**config.mk**
```make
export PLATFORM = sky130hd
export DESIGN_NAME = if_id_pipe_elastic
export DESIGN_NICKNAME = d
export VERILOG_FILES = /design/src/rtl/if_id_pipe_elastic.sv
export SDC_FILE = /design/constraint.sdc
export NUM_CORES = 1
export LEC_CHECK = 0
export ABC_AREA = 1
export CAP_MARGIN = 20
export CORE_UTILIZATION = 48
export CTS_CLUSTER_SIZE = 14
export DETAILED_ROUTE_END_ITERATION = 7
export GPL_ROUTABILITY_DRIVEN = 1
export GPL_TIMING_DRIVEN = 0
export PLACE_DENSITY = 0.74
export SLEW_MARGIN = 20
export SYNTH_ARGS = -nofsm -noshare
export SYNTH_HDL_FRONTEND = slang
export SYNTH_SLANG_ARGS = --single-unit
```
**constraint.sdc**
```tcl
create_clock -name clk -period 1.7 [get_ports clk]
set_clock_uncertainty 0.2 [all_clocks]
set_input_delay 0.34 -clock clk [delete_from_list [all_inputs] [get_ports clk]]
set_output_delay 0.34 -clock clk [all_outputs]
set_load 0.05 [all_outputs]
```
**src/rtl/if_id_pipe_elastic.sv**
```systemverilog
// ---------------------------------------------------------------------------
// if_id_pipe_elastic : IF->ID bundle register, 2-entry elastic (main + skid)
// Optional lane compaction on capture with `define IFID_COMPACT_EN. Rev 1.0
// ---------------------------------------------------------------------------
`default_nettype none

module if_id_pipe_elastic #(
  parameter int LANES     = 2,
  parameter int PAYLOAD_W = 128
) (
  input  logic                         clk,
  input  logic                         Reset,
  input  logic                         flush,
  input  logic [LANES-1:0]             in_valid,
  input  logic [LANES*PAYLOAD_W-1:0]   in_payload,
  output logic                         in_ready,
  output logic [LANES-1:0]             out_valid,
  output logic [LANES*PAYLOAD_W-1:0]   out_payload,
  input  logic                         out_ready,
  output logic [1:0]                   occupancy
);

  typedef enum logic [1:0] {
    EMPTY = 2'd0,
    ONE   = 2'd1,
    TWO   = 2'd2
  } state_t;

  state_t                       state_q, state_d;
  logic                         in_ready_q, in_ready_d;
  logic [LANES-1:0]             main_valid_q, main_valid_d;
  logic [LANES*PAYLOAD_W-1:0]   main_payload_q, main_payload_d;
  logic [LANES-1:0]             skid_valid_q, skid_valid_d;
  logic [LANES*PAYLOAD_W-1:0]   skid_payload_q, skid_payload_d;

  logic                         accept;
  logic                         fire;
  logic [LANES-1:0]             cap_valid;
  logic [LANES*PAYLOAD_W-1:0]   cap_payload;

`ifdef IFID_COMPACT_EN
  // Each valid lane lands in the slot equal to the count of valid lanes below it.
  always_comb begin
    int pos;
    pos         = 0;
    cap_valid   = '0;
    cap_payload = '0;
    for (int i = 0; i < LANES; i++) begin
      pos = 0;
      for (int k = 0; k < i; k++) begin
        pos = pos + int'(in_valid[k]);
      end
      for (int j = 0; j < LANES; j++) begin
        if (in_valid[i] && (pos == j)) begin
          cap_valid[j]                            = 1'b1;
          cap_payload[j*PAYLOAD_W +: PAYLOAD_W]   = in_payload[i*PAYLOAD_W +: PAYLOAD_W];
        end
      end
    end
  end
`else
  always_comb begin
    cap_valid   = in_valid;
    cap_payload = in_payload;
  end
`endif

  always_comb begin
    accept         = in_ready_q && (|in_valid);
    fire           = out_ready && (state_q != EMPTY);
    state_d        = state_q;
    main_valid_d   = main_valid_q;
    main_payload_d = main_payload_q;
    skid_valid_d   = skid_valid_q;
    skid_payload_d = skid_payload_q;

    case (state_q)
      EMPTY: begin
        if (accept) begin
          state_d        = ONE;
          main_valid_d   = cap_valid;
          main_payload_d = cap_payload;
        end
      end
      ONE: begin
        if (accept && fire) begin
          main_valid_d   = cap_valid;
          main_payload_d = cap_payload;
        end else if (accept) begin
          state_d        = TWO;
          skid_valid_d   = cap_valid;
          skid_payload_d = cap_payload;
        end else if (fire) begin
          state_d        = EMPTY;
          main_valid_d   = '0;
          main_payload_d = '0;
        end
      end
      TWO: begin
        if (fire) begin
          state_d        = ONE;
          main_valid_d   = skid_valid_q;
          main_payload_d = skid_payload_q;
          skid_valid_d   = '0;
          skid_payload_d = '0;
        end
      end
      default: begin
        state_d        = EMPTY;
        main_valid_d   = '0;
        main_payload_d = '0;
        skid_valid_d   = '0;
        skid_payload_d = '0;
      end
    endcase

    if (flush) begin
      state_d        = EMPTY;
      main_valid_d   = '0;
      main_payload_d = '0;
      skid_valid_d   = '0;
      skid_payload_d = '0;
    end

    // Ready is a function of the next state only, so it never sees out_ready combinationally.
    in_ready_d = (state_d != TWO);
  end

  always_ff @(posedge clk) begin
    if (Reset) begin
      state_q        <= EMPTY;
      in_ready_q     <= 1'b1;
      main_valid_q   <= '0;
      main_payload_q <= '0;
      skid_valid_q   <= '0;
      skid_payload_q <= '0;
    end else begin
      state_q        <= state_d;
      in_ready_q     <= in_ready_d;
      main_valid_q   <= main_valid_d;
      main_payload_q <= main_payload_d;
      skid_valid_q   <= skid_valid_d;
      skid_payload_q <= skid_payload_d;
    end
  end

  assign in_ready    = in_ready_q;
  assign out_valid   = main_valid_q;
  assign out_payload = main_payload_q;
  assign occupancy   = state_q;

endmodule

`default_nettype wire

```
==> flow_summary.yaml, run 1 <==
run_status:
  run_status: "finished with violations"
  violations: "negative setup slack"
floorplanning:
  row_count: 86
  core_region_area_um2: 55200
  die_h_um: 238.7
  design.die.area_um2: 57000
  die_x_um: 238.7
  io-pin-count: 523
  start_util: 0.4874
yosys:
  post_synth_fa_ha_maj_area_fraction: 0
  yosys_most_used_dff: "sky130_fd_sc_hd__dfxtp_1"
  yosys.area_share.xor_xnor: 0
  synth_seq_area_share: 0.3862
  combinational_family_with_the_most_area_after_synthesis: "simple AND/OR/NAND/NOR gates"
  post_synth_design_cell_area_um2: 26900
  yosysWarnings: 0
  number_of_instances_in_the_synthesized_netlist: 4500
  yosys.cell_types.count: 16
  synth_area_per_cell_um2: 5.979
  post_synth_and_or_nand_nor_area_fraction: 0.3868
  netlist_top_cells_count: "sky130_fd_sc_hd__nand2_1 (1716), sky130_fd_sc_hd__inv_1 (520), sky130_fd_sc_hd__dfxtp_1 (519)"
  synth_compound_area_frac: 0.09734
  synth.mux.area_fraction: 0
  synth_async_sr_flop_share: 0
  yosys.cell_count.top_type: "sky130_fd_sc_hd__nand2_1"
  post_synthesis_register_bit_count: 519
  netlist.top_cell.by_area: "sky130_fd_sc_hd__dfxtp_1"
  syn_nets: 4762
  synth_top_area_frac: 0.3862
  post_synth_main_area_contributors: "sky130_fd_sc_hd__dfxtp_1 (39%), sky130_fd_sc_hd__nand2_1 (24%), sky130_fd_sc_hd__nand3_1 (9.6%)"
  number_of_synthesized_flops_with_an_enable_pin: 0
timing:
  min_period_ns: 2.025
  setup-tns-final_ns: -166.85
  max_slew.worst_pin.slew_ns: 0.6247
  rsz0062_at_grt: "yes"
  worst_slack_ns: -0.3247
  timing.fmax_mhz: 493.9
  timing.final.crit_share: 1.191
  report.final.setup_viol: 760
  slew-limit-headroom: 0.5836
  hold_slack_ns: 0.1322
  timing_max_transition_violations_final: 0
  hold_violations: 0
cts:
  path_clk_slew_ns: 0.06
  htree_num_levels: 2
  ctsLongestPathBuffers: 3
  postCtsHoldBufs: 0
  cts_tree: "yes"
  cts.sinks: 519
  clock_insertion_delay_worst_skew_ns: 0.63
  cts_root_buffer: "sky130_fd_sc_hd__clkbuf_16"
  cts_inserted_buffers: 58
drt:
  drt_iter0_markers: 2317
  wl_per_cell_um: 16.89
  detailed_route_vias_per_instance: 5.116
  final_antenna_net_count: 0
  route.detailed.drc: 0
  totalWireLength_um: 100200
  detailedRoute.firstPassIterationCount: 8
  vias: 30360
setup_path:
  timing.critical_path.arrival_ns: 2.38
  worst-endpoint-required_ns: 2.05
  maximum_fanout_along_the_worst_path: 10
  critPathKind: "reg -> reg"
  timing.critical_path.to_type: "flip-flop"
  critical_path.startpoint_type: "flip-flop"
global_routing:
  grt_max_degree: 15
  grt_antenna_before_repair: 26
  grt_use_total: 0.3303
  grt-ovfl-total: 0
  vias_in_the_first_global_route: 27350
  global_route_wire_length_before_repair_um: 148000
placement:
  dp.final_hpwl_um: 68640
  port_buffers: 522
  globalplace.congestion: 0.9134
flow_run:
  max_cap_viol_count: 0
pwr:
  power.density_nw_per_um2: 865.2
  vdd.ir_drop.worst_v: 0.0008066
  power_leakage_nw: 17.36
  total_power_mw: 33.16
hold_path:
  holdCritPathClass: "in -> reg"
cells_and_area:
  flow.area_growth_from_synthesis_pct: 42.48
  fin_nets: 5386
  drive_above_1_share: 0.1678
  layout.core_utilization: 0.6944
-- worst max-delay path, cell delays in order, from the launching register on --
cell and delay [ns]:
sky130_fd_sc_hd__dfxtp_4 0.36, sky130_fd_sc_hd__buf_12 0.12, sky130_fd_sc_hd__clkinvlp_4 0.14, sky130_fd_sc_hd__a21oi_4 0.25
sky130_fd_sc_hd__nand2_8 0.14, sky130_fd_sc_hd__clkinv_8 0.13, sky130_fd_sc_hd__buf_6 0.18, sky130_fd_sc_hd__buf_6 0.18
sky130_fd_sc_hd__nor2_1 0.08, sky130_fd_sc_hd__nor2_1 0.13
-- metrics by stage --
step	worst slack, ns	instance area (µm²)	cells
after floorplan	-0.03703	27170	4500
after global placement	-1.461	33330	5770
after detailed placement	-1.512	33330	5770
after CTS	-0.2980	36550	5893
after global routing	-0.3983	38330	5933
final	-0.3247	38330	5934
-- flip-flops by register name, summed over array words and instances (netlist names) --
register,flops
out_payload,256
skid_payload_q,256
out_valid,2
in_ready,1
skid_valid_q,2
occupancy,2
-- cell type report --
type	instances	area [µm²]
Sequential cell	519	10420
Multi-Input combinational cell	3120	13670
Tap cell	748	935.9
Clock inverter	15	177.7
Inverter	523	1983
Buffer	335	2830
Fill cell	4860	16870
Timing Repair Buffer	567	6436
Clock buffer	93	1847
Antenna cell	14	35.03
-- logic make-up (layout without fill, tap and decap cells) --
logic type / after synthesis / after routing
compound gates: 521 / 521
simple gates: 2599 / 2599
buf+inv: 861 / 1533
flops: 519 / 519
other cells: 0 / 14
-- placed cells by master, fill, tap and decap left out, drive strengths merged, types with 52 or more instances in the layout --
cell / n
clkbuf: 270
nand3: 517
nor2: 366
buf: 222
clkdlybuf4s15: 241
o21ai: 52
inv: 520
nand2: 1716
clkdlybuf4s50: 261
a21oi: 469
dfxtp: 519
-- power breakdown --
group          switching [mW]  total [mW]  leakage [nW]  internal, mW
sequential              0.210        12.7          4.22          12.5
clock                    5.31        13.3          1.01          7.99
combinational            4.42        7.15          12.1          2.73
total                    9.94        33.2          17.4          23.2
-- worst paths after layout --
path                                  startpoint                   to  slack (ns)  cells past startpoint
worst max-delay path                occupancy[1]  skid_payload_q[213]       -0.32                      9
worst min-delay path                       Reset         occupancy[0]        0.13                      2
worst max register to register      occupancy[1]  skid_payload_q[213]       -0.32                      9
worst min register to register  out_payload[250]     out_payload[250]        0.26                      2
-- metal layers --
metal,track usage,vias to the layer above,share of wire
li1,-,15170,-
met1,0.4115,13750,0.40
met2,0.5333,1181,0.46
met3,0.08580,237,0.094
met4,0.1509,24,0.042
met5,0,-,0.0015
-- repair_timing --
action                                  4_1_cts  5_1_grt
cloned                                        3       25
endpoints found under the setup margin      780      769
pin swaps                                     9       86
setup buffers                                13        7
gates resized for setup                    1073      418
Power figures use the tool's default switching activity.
==> run 2: changes to the inputs <==
--- a/config.mk
+++ b/config.mk
@@ -7,13 +7,16 @@
 export LEC_CHECK = 0
 export ABC_AREA = 1
 export CAP_MARGIN = 20
-export CORE_UTILIZATION = 48
+export CELL_PAD_IN_SITES_DETAIL_PLACEMENT = 1
+export CELL_PAD_IN_SITES_GLOBAL_PLACEMENT = 1
+export CORE_UTILIZATION = 32
 export CTS_CLUSTER_SIZE = 14
 export DETAILED_ROUTE_END_ITERATION = 7
 export GPL_ROUTABILITY_DRIVEN = 1
 export GPL_TIMING_DRIVEN = 0
-export PLACE_DENSITY = 0.74
+export PLACE_DENSITY = 0.72
 export SLEW_MARGIN = 20
 export SYNTH_ARGS = -nofsm -noshare
 export SYNTH_HDL_FRONTEND = slang
 export SYNTH_SLANG_ARGS = --single-unit
+export TNS_END_PERCENT = 50
==> run 2 against run 1 <==
The flow still finishes with violations (negative setup slack); global-route usage decreased by 6.4 points; critical path depth increased by 3; worst hold slack got worse by 0.069 ns; largest cell class unchanged; largest power group unchanged.
==> flow_summary.yaml, run 2 (synthesis gave the netlist of run 1 again) <==
drt:
  route.detailed.drc: 0
  totalWireLength_um: 120100
  drt_iter0_markers: 1353
  detailed_route_vias_per_instance: 4.884
  vias: 30750
  final_antenna_net_count: 0
  wl_per_cell_um: 19.09
  detailedRoute.firstPassIterationCount: 4
floorplanning:
  die_x_um: 292.0
  row_count: 105
  start_util: 0.3256
  design.die.area_um2: 85240
  io-pin-count: 523
  core_region_area_um2: 82640
  die_h_um: 292.0
cts:
  cts_inserted_buffers: 68
  postCtsHoldBufs: 0
  ctsLongestPathBuffers: 3
  path_clk_slew_ns: 0.06
  htree_num_levels: 3
  cts_tree: "yes"
  cts_root_buffer: "sky130_fd_sc_hd__clkbuf_16"
  clock_insertion_delay_worst_skew_ns: 0.60
  cts.sinks: 519
timing:
  max_slew.worst_pin.slew_ns: 0.6446
  slew-limit-headroom: 0.5703
  rsz0062_at_grt: "yes"
  timing.final.crit_share: 1.191
  hold_violations: 0
  min_period_ns: 2.024
  timing.fmax_mhz: 494.0
  worst_slack_ns: -0.3244
  timing_max_transition_violations_final: 0
  hold_slack_ns: 0.06287
  report.final.setup_viol: 767
cells_and_area:
  fin_nets: 5429
  flow.area_growth_from_synthesis_pct: 47.48
  num-fill-cells: 10650
  fin_area_um2: 39680
  mostFrequentLayoutCells: "sky130_fd_sc_hd__nand2_1 (1681), sky130_fd_sc_hd__inv_1 (517), sky130_fd_sc_hd__nand3_1 (513), sky130_fd_sc_hd__dfxtp_1 (503), sky130_fd_sc_hd__a21oi_1 (392)"
  drive_above_1_share: 0.1704
  layout_commonest_cell: "sky130_fd_sc_hd__nand2_1"
setup_path:
  critPathMaxStageDelay_ns: 0.35
  worst-endpoint-required_ns: 2.03
  critical_path.startpoint_type: "flip-flop"
  path_cells: "buf_8, nor2_4, buf_6, buf_16, buf_16, clkbuf_16, nand2_1, nand2_1, inv_1, nand2_1, nand2_1, a21oi_1"
  critical_path.n_buffers_inverters: 6
  worst_path_dominant_cell_family: "buffers and inverters"
  timing.critical_path.to_type: "flip-flop"
  critPathMostFrequentCell: "sky130_fd_sc_hd__nand2_1"
  reg2reg_depth: 12
  critPathSlowestCell: "sky130_fd_sc_hd__dfxtp_4"
  ff2ff_setup_slack_ns: -0.32
  maximum_fanout_along_the_worst_path: 8
  critPathKind: "reg -> reg"
  worst_r2r_endpoint: "out_payload[137]"
  timing.critical_path.arrival_ns: 2.36
  r2r_start: "occupancy[1]"
global_routing:
  globalRouteMet3Util: 0.07444
  use_met1: 0.3194
  grt-ovfl-total: 0
  global_route_wire_length_before_repair_um: 176800
  global_route.usage.met2: 0.4464
  grt_max_degree: 13
  grt_use_total: 0.2663
  globalRoute.busiestLayer: "met2"
  vias_in_the_first_global_route: 30920
  grt_antenna_before_repair: 28
hold_path:
  hp-start: "in_valid[0]"
  worstHoldEndpoint: "skid_valid_q[0]"
  worstHoldPathCells: 5
  holdCritPathClass: "in -> reg"
placement:
  placedInstanceArea_um2: 33730
  port_buffers: 522
  globalplace.congestion: 0.8226
  dp.final_hpwl_um: 83010
run_status:
  violations: "negative setup slack"
  run_status: "finished with violations"
pwr:
  vdd.ir_drop.worst_v: 0.0006252
  power_leakage_nw: 17.90
  total_power_mw: 34.70
  power.density_nw_per_um2: 874.6
flow_run:
  max_cap_viol_count: 0
run 2: cell types whose count changed in the layout (fill, tap and decap cells not counted), sizes merged:
cell	previous run	this run
clkinv	11	12
bufinv	4	3
clkinvlp	3	2
clkdlybuf4s15	241	235
dlymetal6s2s	0	1
buf	222	266
clkbuf	270	265
inv	520	523
clkdlybuf4s50	261	260
bufbuf	0	4
run 2: how the worst max path moves through the flow:
| stage | cells past startpoint | from | end | slack (ns) |
|---|---|---|---|---|
| floorplan | 8 | occupancy[1] | out_payload[215] | -0.04 |
| global placement | 6 | flush | skid_payload_q[147] | -1.75 |
| detailed placement | 6 | flush | skid_payload_q[169] | -1.75 |
| CTS | 10 | occupancy[1] | out_payload[108] | -0.27 |
| global route | 12 | occupancy[1] | out_payload[137] | -0.44 |
| finish | 12 | occupancy[1] | out_payload[137] | -0.32 |
run 2: stage by stage:
step	cells	utilization	setup WS (ns)	TNS, ns
final	6295	0.4802	-0.3244	-150.54
after floorplan	4500	-	-0.03703	-12.48
after global routing	6290	0.4800	-0.4446	-199.00
after CTS	6237	0.4581	-0.2684	-144.92
after detailed placement	6092	0.4082	-1.751	-824.36
after global placement	6092	0.4082	-1.748	-823.77
run 2: timing repair:
item,in CTS,in global routing
pin swaps,31,51
buffers inserted,20,12
resized for setup,1231,252
gates cloned,13,33
setup endpoints to repair,780,767
run 2: where the power goes:
part / switching [mW] / internal, mW / total [mW]
combinational: 4.68 / 3.00 / 7.67
clock: 5.74 / 8.57 / 14.3
sequential: 0.213 / 12.5 / 12.7
total: 10.6 / 24.1 / 34.7
run 2: metal layers:
metal / up-vias / part of all wire / wire length, µm
met5: - / 0.0015 / 177
li1: 15230 / - / -
met1: 14580 / 0.42 / 50860
met4: 32 / 0.032 / 3851
met2: 698 / 0.48 / 57610
met3: 213 / 0.064 / 7651
run 2: cell type report:
type                            count  area (µm²)  area share
Sequential cell                   519       10430      0.2628
Multi-Input combinational cell   3120       13570      0.3420
Antenna cell                       14       35.03   0.0008829
Buffer                            336        3023     0.07619
Timing Repair Buffer              599        7137      0.1799
Clock inverter                     17       168.9    0.004257
Inverter                          523        1983     0.04998
Tap cell                         1070        1339     0.03374
Clock buffer                       97        1994     0.05026
run 2: worst register-to-register path, stage by stage (launching register included):
cell	delay (ns)
sky130_fd_sc_hd__dfxtp_4	0.35
sky130_fd_sc_hd__buf_8	0.14
sky130_fd_sc_hd__nor2_4	0.16
sky130_fd_sc_hd__buf_6	0.15
sky130_fd_sc_hd__buf_16	0.16
sky130_fd_sc_hd__buf_16	0.18
sky130_fd_sc_hd__clkbuf_16	0.18
sky130_fd_sc_hd__nand2_1	0.05
sky130_fd_sc_hd__nand2_1	0.07
sky130_fd_sc_hd__inv_1	0.05
sky130_fd_sc_hd__nand2_1	0.07
sky130_fd_sc_hd__nand2_1	0.07
sky130_fd_sc_hd__a21oi_1	0.12
==> run 3: changes to the inputs <==
--- a/config.mk
+++ b/config.mk
@@ -15,6 +15,7 @@
 export GPL_ROUTABILITY_DRIVEN = 1
 export GPL_TIMING_DRIVEN = 0
 export PLACE_DENSITY = 0.72
+export SKIP_LAST_GASP = 1
 export SLEW_MARGIN = 20
 export SYNTH_ARGS = -nofsm -noshare
 export SYNTH_HDL_FRONTEND = slang
==> run 3 against run 2 <==
The run still ends with negative setup slack left; global-route usage about the same; clock power about the same; setup slack better by 0.015 ns; total power up 0.48%; worst hold slack better by 0.0024 ns; die area unchanged.
==> flow_summary.yaml, run 3 (synthesis gave the netlist of run 1 again) <==
pwr:
  power_leakage_nw: 18.13
  power.density_nw_per_um2: 872.7
  vdd.ir_drop.worst_v: 0.0006516
  netSwitchingPower_mw: 10.72
  total_power_mw: 34.87
  p_sw_frac: 0.3075
  seqPwrFrac: 0.365
  power_report.internal_total_mw: 24.15
  power.clock.fraction: 0.411
  power.combinational.fraction: 0.224
cells_and_area:
  flow.area_growth_from_synthesis_pct: 48.51
  fin_nets: 5434
  mostFrequentLayoutCells: "sky130_fd_sc_hd__nand2_1 (1638), sky130_fd_sc_hd__dfxtp_1 (516), sky130_fd_sc_hd__inv_1 (514), sky130_fd_sc_hd__nand3_1 (505), sky130_fd_sc_hd__a21oi_1 (411)"
  layout_commonest_cell: "sky130_fd_sc_hd__nand2_1"
  drive_above_1_share: 0.1766
  layout.core_utilization: 0.4835
floorplanning:
  design.die.area_um2: 85240
  die_h_um: 292.0
  die_x_um: 292.0
  core_region_area_um2: 82640
  start_util: 0.3256
  row_count: 105
  io-pin-count: 523
setup_path:
  maximum_fanout_along_the_worst_path: 8
  critical_path.startpoint_type: "flip-flop"
  r2r_start: "occupancy[1]"
  timing.critical_path.to: "out_payload[97]"
  timing.critical_path.arrival_ns: 2.33
  worst_r2r_endpoint: "out_payload[97]"
  crit_start: "occupancy[1]"
  reg2reg_depth: 12
  worst-endpoint-required_ns: 2.02
  critPathKind: "reg -> reg"
  timing.critical_path.to_type: "flip-flop"
  ff2ff_setup_slack_ns: -0.31
global_routing:
  grt_max_degree: 13
  grt-ovfl-total: 0
  global_route_wire_length_before_repair_um: 177400
  grt_antenna_before_repair: 19
  vias_in_the_first_global_route: 30910
  grt_use_total: 0.2661
cts:
  clock_insertion_delay_worst_skew_ns: 0.60
  ctsLongestPathBuffers: 3
  postCtsHoldBufs: 0
  htree_num_levels: 3
  cts_inserted_buffers: 68
  path_clk_slew_ns: 0.06
  cts_root_buffer: "sky130_fd_sc_hd__clkbuf_16"
  cts_tree: "yes"
  cts.sinks: 519
timing:
  hold_violations: 0
  hold_slack_ns: 0.06523
  timing.fmax_mhz: 497.6
  rsz0062_at_grt: "yes"
  timing.final.crit_share: 1.182
  max_slew.worst_pin.slew_ns: 0.6995
  report.final.setup_viol: 780
  slew-limit-headroom: 0.5337
  worst_slack_ns: -0.3097
  min_period_ns: 2.010
  timing_max_transition_violations_final: 0
placement:
  dp.final_hpwl_um: 83010
  port_buffers: 522
  globalplace.congestion: 0.8226
drt:
  detailedRoute.firstPassIterationCount: 5
  detailed_route_vias_per_instance: 4.904
  drt_iter0_markers: 1377
  final_antenna_net_count: 0
  vias: 30860
  totalWireLength_um: 120800
  wl_per_cell_um: 19.20
  route.detailed.drc: 0
run_status:
  violations: "negative setup slack"
  run_status: "finished with violations"
hold_path:
  holdCritPathClass: "in -> reg"
flow_run:
  max_cap_viol_count: 0
run 3: cell types whose count changed in the layout (fill, tap and decap cells not counted), moves of 14 or more:
cell                              previous run  this run
sky130_fd_sc_hd__a21oi_1                   392       411
sky130_fd_sc_hd__a21oi_2                    75        56
sky130_fd_sc_hd__clkdlybuf4s15_2           235       249
sky130_fd_sc_hd__nand2_1                  1681      1638
sky130_fd_sc_hd__nand2_2                    30        53
sky130_fd_sc_hd__nand2_4                     4        24
run 3: critical path: stages (launching register included):
cell and delay [ns]:
sky130_fd_sc_hd__dfxtp_4 0.34, sky130_fd_sc_hd__buf_8 0.14, sky130_fd_sc_hd__nor2_4 0.15, sky130_fd_sc_hd__buf_6 0.15
sky130_fd_sc_hd__buf_16 0.15, sky130_fd_sc_hd__buf_16 0.18, sky130_fd_sc_hd__clkbuf_16 0.16, sky130_fd_sc_hd__nand2_1 0.06
sky130_fd_sc_hd__nand2_1 0.09, sky130_fd_sc_hd__inv_1 0.05, sky130_fd_sc_hd__nand2_1 0.06, sky130_fd_sc_hd__nand2_1 0.06
sky130_fd_sc_hd__a21oi_1 0.12
run 3: worst min-delay path by stage:
stage	start	to	cells after the start
after floorplan	Reset	occupancy[0]	1
after detailed placement	out_payload[211]	out_payload[211]	2
after global routing	in_valid[0]	skid_valid_q[0]	5
final	in_valid[0]	skid_valid_q[0]	5
after CTS	Reset	occupancy[0]	2
after global placement	skid_payload_q[41]	skid_payload_q[41]	2
run 3: metal layers:
metal  wire length, µm  global-route usage  part of all wire  vias up
met2             58250              0.4565              0.48      655
met4              3547             0.08639             0.029       28
met3              6957             0.06013             0.058      208
li1                  -                   -                 -    15240
met1             51890              0.3275              0.43    14730
met5               169                   0            0.0014        -
run 3: power groups by stage:
stage | Sequential [mW] | Combinational (mW) | Clock, mW
after floorplan | 13.9 | 2.88 | 0
after global placement | 13.0 | 6.36 | 0
after detailed placement | 13.0 | 6.42 | 0
after CTS | 12.7 | 7.02 | 14.7
after global routing | 12.8 | 8.41 | 15.1
final | 12.7 | 7.82 | 14.3
run 3: through the flow:
stage               worst slack [ns]  instance area (µm²)  cells  TNS (ns)
CTS                          -0.2722                37710   6237   -150.17
global placement              -1.748                33730   6092   -823.77
global route                 -0.4105                39940   6288   -197.55
detailed placement            -1.751                33730   6092   -824.36
finish                       -0.3097                39950   6292   -145.56
floorplan                   -0.03703                27170   4500    -12.48
run 3: cell type report:
type / instances / area (µm²)
fill: 10610 / 42680
multi-input combinational: 3120 / 13770
sequential: 519 / 10400
timing repair buffer: 605 / 7241
buffer: 335 / 3042
clock buffer: 97 / 1994
inverter: 523 / 1983
tap: 1070 / 1339
clock inverter: 17 / 168.9
antenna: 6 / 15.01
run 3: repair_timing:
item                                     CTS  global route
endpoints found under the setup margin   780           780
buffers inserted                          20            11
cloned                                    13            40
pin swaps                                  6            66
gates resized for setup                 1120           360
